$ cat config.mk
export PLATFORM = sky130hd
export DESIGN_NAME = serial_tx_8
export DESIGN_NICKNAME = d
export VERILOG_FILES = /design/src/rtl/serial_tx_8.sv
export SDC_FILE = /design/constraint.sdc
export NUM_CORES = 1
export LEC_CHECK = 0
export BUFFER_PORTS_ARGS = -buffer_cell sky130_fd_sc_hd__buf_2
export CAP_MARGIN = 15
export CORE_UTILIZATION = 50
export CTS_CLUSTER_SIZE = 12
export DETAILED_ROUTE_END_ITERATION = 8
export PLACE_DENSITY_LB_ADDON = 0.2
export SLEW_MARGIN = 20
export SYNTH_ARGS = -nofsm -noshare
export SYNTH_HDL_FRONTEND = slang
export SYNTH_SLANG_ARGS = --single-unit
$ cat constraint.sdc
create_clock -name clk -period 2.2 [get_ports clk]
set_clock_uncertainty 0.05 [all_clocks]
set_input_delay 0.44 -clock clk [delete_from_list [all_inputs] [get_ports clk]]
set_output_delay 0.44 -clock clk [all_outputs]
set_load 0.05 [all_outputs]
$ cat src/rtl/serial_tx_8.sv
// rtl/serial_tx_8.sv - parallel-in, serial-out frame transmitter
//
// Sends one DATA_W-bit word per frame on a single line that idles high:
// start bit (0), data LSB first, optional even-parity bit, stop bit (1).
// Each serial bit is held on tx for CLKS_PER_BIT clock cycles.
//
// Ports:
//   clk    in   rising-edge system clock
//   rst    in   asynchronous active-high reset; abandons any frame in flight
//   ld     in   send request, sampled only while ready=1
//   d      in   word to send, captured on the accepting edge
//   ready  out  1 while idle and able to accept ld
//   tx     out  serial line
//   done   out  one-cycle pulse in the first idle cycle after a stop bit

module serial_tx_8 #(
    parameter int DATA_W       = 8,
    parameter int CLKS_PER_BIT = 4,
    parameter int PARITY_EN    = 0
) (
    input  logic              clk,
    input  logic              rst,
    input  logic              ld,
    input  logic [DATA_W-1:0] d,
    output logic              ready,
    output logic              tx,
    output logic              done
);

    localparam int DIV_W = (CLKS_PER_BIT > 1) ? $clog2(CLKS_PER_BIT) : 1;
    localparam int CNT_W = $clog2(DATA_W + 1);

    localparam logic [DIV_W-1:0] DIV_LAST = DIV_W'(CLKS_PER_BIT - 1);
    localparam logic [CNT_W-1:0] CNT_LAST = CNT_W'(DATA_W - 1);

    localparam logic [2:0] ST_IDLE   = 3'd0;
    localparam logic [2:0] ST_START  = 3'd1;
    localparam logic [2:0] ST_DATA   = 3'd2;
    localparam logic [2:0] ST_PARITY = 3'd3;
    localparam logic [2:0] ST_STOP   = 3'd4;

    logic [2:0]        state_q,   state_d;
    logic [DIV_W-1:0]  div_q,     div_d;
    logic [CNT_W-1:0]  bit_cnt_q, bit_cnt_d;
    logic [DATA_W-1:0] shreg_q,   shreg_d;
    logic              parity_q,  parity_d;
    logic              tx_q,      tx_d;
    logic              ready_q,   ready_d;
    logic              done_q,    done_d;

    logic              bit_end;

    // Last cycle of the current bit period; the FSM advances on this edge.
    assign bit_end = (div_q == DIV_LAST);

    always_comb begin
        state_d   = state_q;
        div_d     = div_q;
        bit_cnt_d = bit_cnt_q;
        shreg_d   = shreg_q;
        parity_d  = parity_q;
        done_d    = 1'b0;

        case (state_q)
            ST_IDLE: begin
                if (ld) begin
                    state_d   = ST_START;
                    shreg_d   = d;
                    parity_d  = ^d;
                    div_d     = '0;
                    bit_cnt_d = '0;
                end
            end

            ST_START: begin
                if (bit_end) begin
                    div_d   = '0;
                    state_d = ST_DATA;
                end else begin
                    div_d = div_q + 1'b1;
                end
            end

            ST_DATA: begin
                if (bit_end) begin
                    div_d   = '0;
                    shreg_d = shreg_q >> 1;
                    if (bit_cnt_q == CNT_LAST) begin
                        bit_cnt_d = '0;
                        state_d   = (PARITY_EN != 0) ? ST_PARITY : ST_STOP;
                    end else begin
                        bit_cnt_d = bit_cnt_q + 1'b1;
                    end
                end else begin
                    div_d = div_q + 1'b1;
                end
            end

            ST_PARITY: begin
                if (bit_end) begin
                    div_d   = '0;
                    state_d = ST_STOP;
                end else begin
                    div_d = div_q + 1'b1;
                end
            end

            ST_STOP: begin
                if (bit_end) begin
                    div_d   = '0;
                    state_d = ST_IDLE;
                    done_d  = 1'b1;
                end else begin
                    div_d = div_q + 1'b1;
                end
            end

            default: begin
                state_d   = ST_IDLE;
                div_d     = '0;
                bit_cnt_d = '0;
            end
        endcase

        // tx is registered from the *next* state so the line changes exactly
        // on bit boundaries and never carries a combinational glitch.
        case (state_d)
            ST_START:  tx_d = 1'b0;
            ST_DATA:   tx_d = shreg_d[0];
            ST_PARITY: tx_d = parity_d;
            default:   tx_d = 1'b1;
        endcase

        ready_d = (state_d == ST_IDLE);
    end

    always_ff @(posedge clk or posedge rst) begin
        if (rst) begin
            state_q   <= ST_IDLE;
            div_q     <= '0;
            bit_cnt_q <= '0;
            shreg_q   <= '0;
            parity_q  <= 1'b0;
            tx_q      <= 1'b1;
            ready_q   <= 1'b1;
            done_q    <= 1'b0;
        end else begin
            state_q   <= state_d;
            div_q     <= div_d;
            bit_cnt_q <= bit_cnt_d;
            shreg_q   <= shreg_d;
            parity_q  <= parity_d;
            tx_q      <= tx_d;
            ready_q   <= ready_d;
            done_q    <= done_d;
        end
    end

    assign tx    = tx_q;
    assign ready = ready_q;
    assign done  = done_q;

endmodule

# --- After elaboration in Yosys (flattened, before gate mapping) ---
# Index checks and enable logic that the tools add are counted.
classes:
  addsub: 2
  n_eq_ne: 11
  mux: 22
  bitwise_logic: 1
  n_reduce_logical: 8
ops:
  columns: ["op", "n"]
  rows:
  - ["two-way mux 3 bit", 6]
  - ["two-way mux 8 bit", 2]
  - ["one-hot mux 8 bit (2 select lines)", 1]
  - ["one-hot mux 3 bit (5 select lines)", 1]
  - ["== test 3 x 2 -> 1 bit (second input constant)", 4]
  - ["two-way mux 4 bit", 3]
  - ["one-hot mux 4 bit (3 select lines)", 1]
  - ["XOR reduction 8 bit", 1]
  - ["== test 3 x 1 -> 1 bit (second input constant)", 2]
  - ["logical NOT 3 bit", 2]
  - ["AND reduction 3 bit", 2]
  - ["adder 4 x 1 -> 4 bit (second input constant)", 1]
  - ["== test 4 x 3 -> 1 bit (second input constant)", 1]
  - ["two-way mux 1 bit", 4]
  - ["two-way mux 2 bit", 2]
  - ["inequality test 2 bit (second input constant)", 2]
  - ["one-hot mux 2 bit (2 select lines)", 1]
  - ["OR reduction 4 bit", 1]
  - ["== test 3 bit (second input constant)", 1]
  - ["one-hot mux 1 bit (3 select lines)", 1]
  - ["OR reduction 3 bit", 1]
  - ["adder 2 x 1 -> 2 bit (second input constant)", 1]
  - ["== test 2 bit (second input constant)", 1]
  - ["nonzero test 2 bit", 1]
  - ["inverter 1 bit", 1]
word_totals:
  register_bits: 21
  inputBits: 11
  out_inout_bits: 3
  wordCells: 53

# --- Longest topological paths before layout ---
depth:
  depth_word: 6
  mapped_depth: 6

# --- Least setup slack after synthesis ---
# Ideal clock, no wire load.
synth_timing:
  path_kind: "flip-flop to flip-flop"
  from: "register div_q[0]"
  to: "register shreg_q[1]"
  setup_ps: 126
  arrival_ps: 1516
  setup_slack_ps: 508
  stages_incl_launch_ff: 6
  period_less_slack_ps: 1692
  path_cell_list: "dfrtp_1 -> ha_1 -> or2b_1 -> a21oi_2 -> nor3_2 -> a221o_1"
synth_via:
  elab_chain_cells: 3
synth_rtl:
  columns: ["item", "line", "rtl"]
  rows:
  - ["from (decl)", "43", "logic [DIV_W-1:0] div_q, div_d;"]
  - ["from (signal assigned)", "149", "div_q <= div_d;"]
  - ["== test 2 bit", "54", "assign bit_end = (div_q == DIV_LAST);"]
  - ["inequality test 2 bit (no line)", null, null]
  - ["AND reduction 3 bit (no line)", null, null]
  - ["to (signal assigned)", "151", "shreg_q <= shreg_d;"]
  - ["to (decl)", "45", "logic [DATA_W-1:0] shreg_q, shreg_d;"]
# Every way passes these cells.
# A chain may end at the register's enable or synchronous reset.

# --- Worst setup path in the final report ---
layout_timing:
  from: "register div_q[0]"
  to: "register shreg_q[3]"
# Same word-level chain as after synthesis.

==> summary.txt <==
Outcome
  • Outcome: completed

Power and ir drop
  • Pleak: 0.555 nW
  • Power Total: roughly 0.0017 W
  • P_sw: 0.000667 W
  • Pwr dens: 1310 mW/mm^2
  • Peak VDD IR: 877 uV
  • Seq pwr share: 40.9%
  • Combinational power share: 48.2%
  • Clock power share: 10.9%
  • Switching part of the total: 40.1%
  • Internal Pwr Total: 0.000994 W

Detailed routing
  • DRT Pass-1 Iters: 4
  • DR iter-0 viols: 19
  • Drt via density: 5.79
  • Antenna Violating Nets Remaining: 0
  • DRC: 0
  • Total number of vias: 874
  • Post-Route WL: 1980 um
  • WL per Instance: 13.1 um

Critical path
  • Worst R2R Setup Slack: 350 ps
  • FF-to-FF End: shreg_q[3]
  • Required time worst endpoint: 2340 ps
  • Worst R2R Start: div_q[0]
  • Crit path DAT: roughly 2000 ps
  • R2R cell count: 5
  • CP endpoint kind: flop
  • Largest stage delay, worst path: 410 ps
  • CP top delay family: compound AO/OA/AOI/OAI gates
  • CP cell instances: ha_1, or2b_1, a21oi_2, nor3_2, a221o_1
  • Crit path launch type: flop
  • CP max FO: 7
  • Crit path buffers/inverters: 0
  • Worst setup path class: reg -> reg
  • Crit path from: div_q[0]
  • Critical-path top delay cell: dfrtp_1

Global route
  • Largest net degree at the start of global routing: 22
  • First-pass GRT wire length: 3440 um
  • Total GRT Usage: a little under a fifth
  • Vias in the first global route: 814
  • Antenna violations before repair: 0
  • Total global routing overflow: 0

Worst hold path
  • Worst min-delay path class: in -> async

Floorplanning
  • DIE AREA: 0.00253 mm^2
  • Initial Util: 52.8%
  • Die Y: 50.3 um
  • Core Area: 0.00221 mm^2
  • Core Rows: 17
  • Die width: between 50 and 60 um
  • Boundary Pins: 14

Timing
  • Endpoints failing setup: 0
  • Setup TNS: 0 ps
  • Tmin final: 1850 ps
  • Worst-Margin Slew: around 760 ps
  • Fmax: 0.541 GHz
  • Final hold vios: 0
  • RSZ-0062 raised after global routing: false
  • Slew headroom: between 40% and 50%
  • Final period utilization: 84.1%
  • Fin. max-slew vios: 0

Final layout
  • # nets final: 137
  • Fill cell count: 201
  • Synthesis-to-layout area growth: 8.67%
  • Utilization of the core after routing: a little under three fifths
  • Share of post-route cells with drive strength above 1: 25.2%
  • ANT cells: 0

Synth
  • Async SR Flop Fraction: 100%
  • Yosys cell types: 41
  • Number of flops mapped to enable cells by yosys: 0
  • Mapped Cells: 110
  • Share of the yosys chip area belonging to registers: 45.2%
  • Yosys top cell by area: dfrtp_1
  • Post-synth design cell area: ~0.0012 mm^2
  • Share of the synthesized area in the top cell type: 40.7%
  • Syn_nets: 123
  • Seq cells post-synth: 21
  • Synth area leaders: dfrtp_1 (41%), xnor2_1 (6.0%), a221o_1 (5.1%), dfstp_2 (4.5%), o21ai_0 (3.4%)
  • YS warnings: 0
  • Main synth FF type: dfrtp_1
  • Post-Syn Area per Cell: 10.6 um^2

Place
  • Port buffer count: 13
  • GP Congestion: roughly 0.74
  • DP HPWL: 1480 um

Clock network
  • Post-cts resize count: 0
  • Worst-case clock buffer depth: 2
  • Post-cts hold buffer count: 0
  • Clock transition at path regs: between 100 and 150 ps
  • Inserted Clock Buffers: 3
  • Clk root buf: clkbuf_4
  • CTS sink cnt: 21
  • Clock latency on the worst-skew pair: around 300 ps
  • CTS tree: built
  • Post-CTS Setup Bufs: 0
  • H-tree Lvls: 1

Job
  • Max-cap violations: 0
## per-stage QoR
stage | instance area [um^2] | std cells | setup slack (ps) | hold WS, ps
floorplan | 1170 | 110 | 508 | 365
global placement | 1240 | 147 | 424 | 426
detailed placement | 1240 | 147 | 368 | 439
CTS | 1270 | 151 | 348 | 228
global route | 1270 | 151 | 245 | 279
finish | 1270 | 151 | 351 | 205
## power by group through the flow
stage          combinational (W)  sequential [W]  clock (W)
4_1_cts                 0.000808        0.000677   0.000190
5_1_grt                 0.000890        0.000698   0.000205
6_report                0.000801        0.000680   0.000181
3_5_place_dp            0.000805        0.000682          0
2_1_floorplan           0.000671        0.000690          0
3_3_place_gp            0.000775        0.000682          0
## logic make-up after synthesis
family / after synthesis / synth area share [%]
flops: 21 / 45.2
fa+ha+maj: 2 / 2.14
xor+xnor: 8 / 6.00
compound gates: 34 / 22.5
simple gates: 34 / 19.2
buf+inv: 11 / 5.03
## final cells by class
cell class	count	area (um^2)	area share (%)
multi-input combinational	78	582	45.8
tap	28	35.0	2.76
inverter	5	18.8	1.48
timing repair buffer	15	80.1	6.31
sequential	21	528	41.6
clock buffer	4	26.3	2.07
## registers in the layout, indices dropped and copies added, names as in the netlist
name       cells
div_q          2
state_q        3
tx             1
shreg_q        8
done           1
bit_cnt_q      4
ready          1
parity_q       1
## synth_stat cells (all sizes together), types with 4 or more instances
cell type	instances
inv	5
o21ai	8
dfrtp	19
a21oi	5
xnor2	8
a221o	6
nor2	4
o31ai	5
and2	6
buf	4
nand2b	5
## worst max-delay path by stage
stage,slack [ps],cells past startpoint,endpoint
CTS,350,5,shreg_q[3]
finish,350,5,shreg_q[3]
global route,240,5,shreg_q[3]
floorplan,510,5,shreg_q[1]
detailed placement,370,5,shreg_q[3]
global placement,420,5,shreg_q[1]
## metal layers
| layer | GRT usage [%] | wire length [um] | part of all wire (%) |
|---|---|---|---|
| met3 | 5.45 | 114 | 5.7 |
| met1 | 24.8 | 966 | 49 |
| met2 | 27.6 | 893 | 45 |
| met4 | 5.56 | 9 | 0.45 |
| met5 | 0 | 0 | 0 |
## layout by cell type (no fill, tap or decap), drive strengths merged, types with 4 or more instances in the layout
| cell | n |
|---|---|
| inv | 5 |
| buf | 15 |
| a221o | 6 |
| a21oi | 5 |
| dfrtp | 19 |
| and2 | 6 |
| o21ai | 8 |
| nand2b | 5 |
| nor2 | 4 |
| xnor2 | 8 |
| clkbuf | 4 |
| o31ai | 5 |
Note: power is estimated with default switching activity, not from simulation.
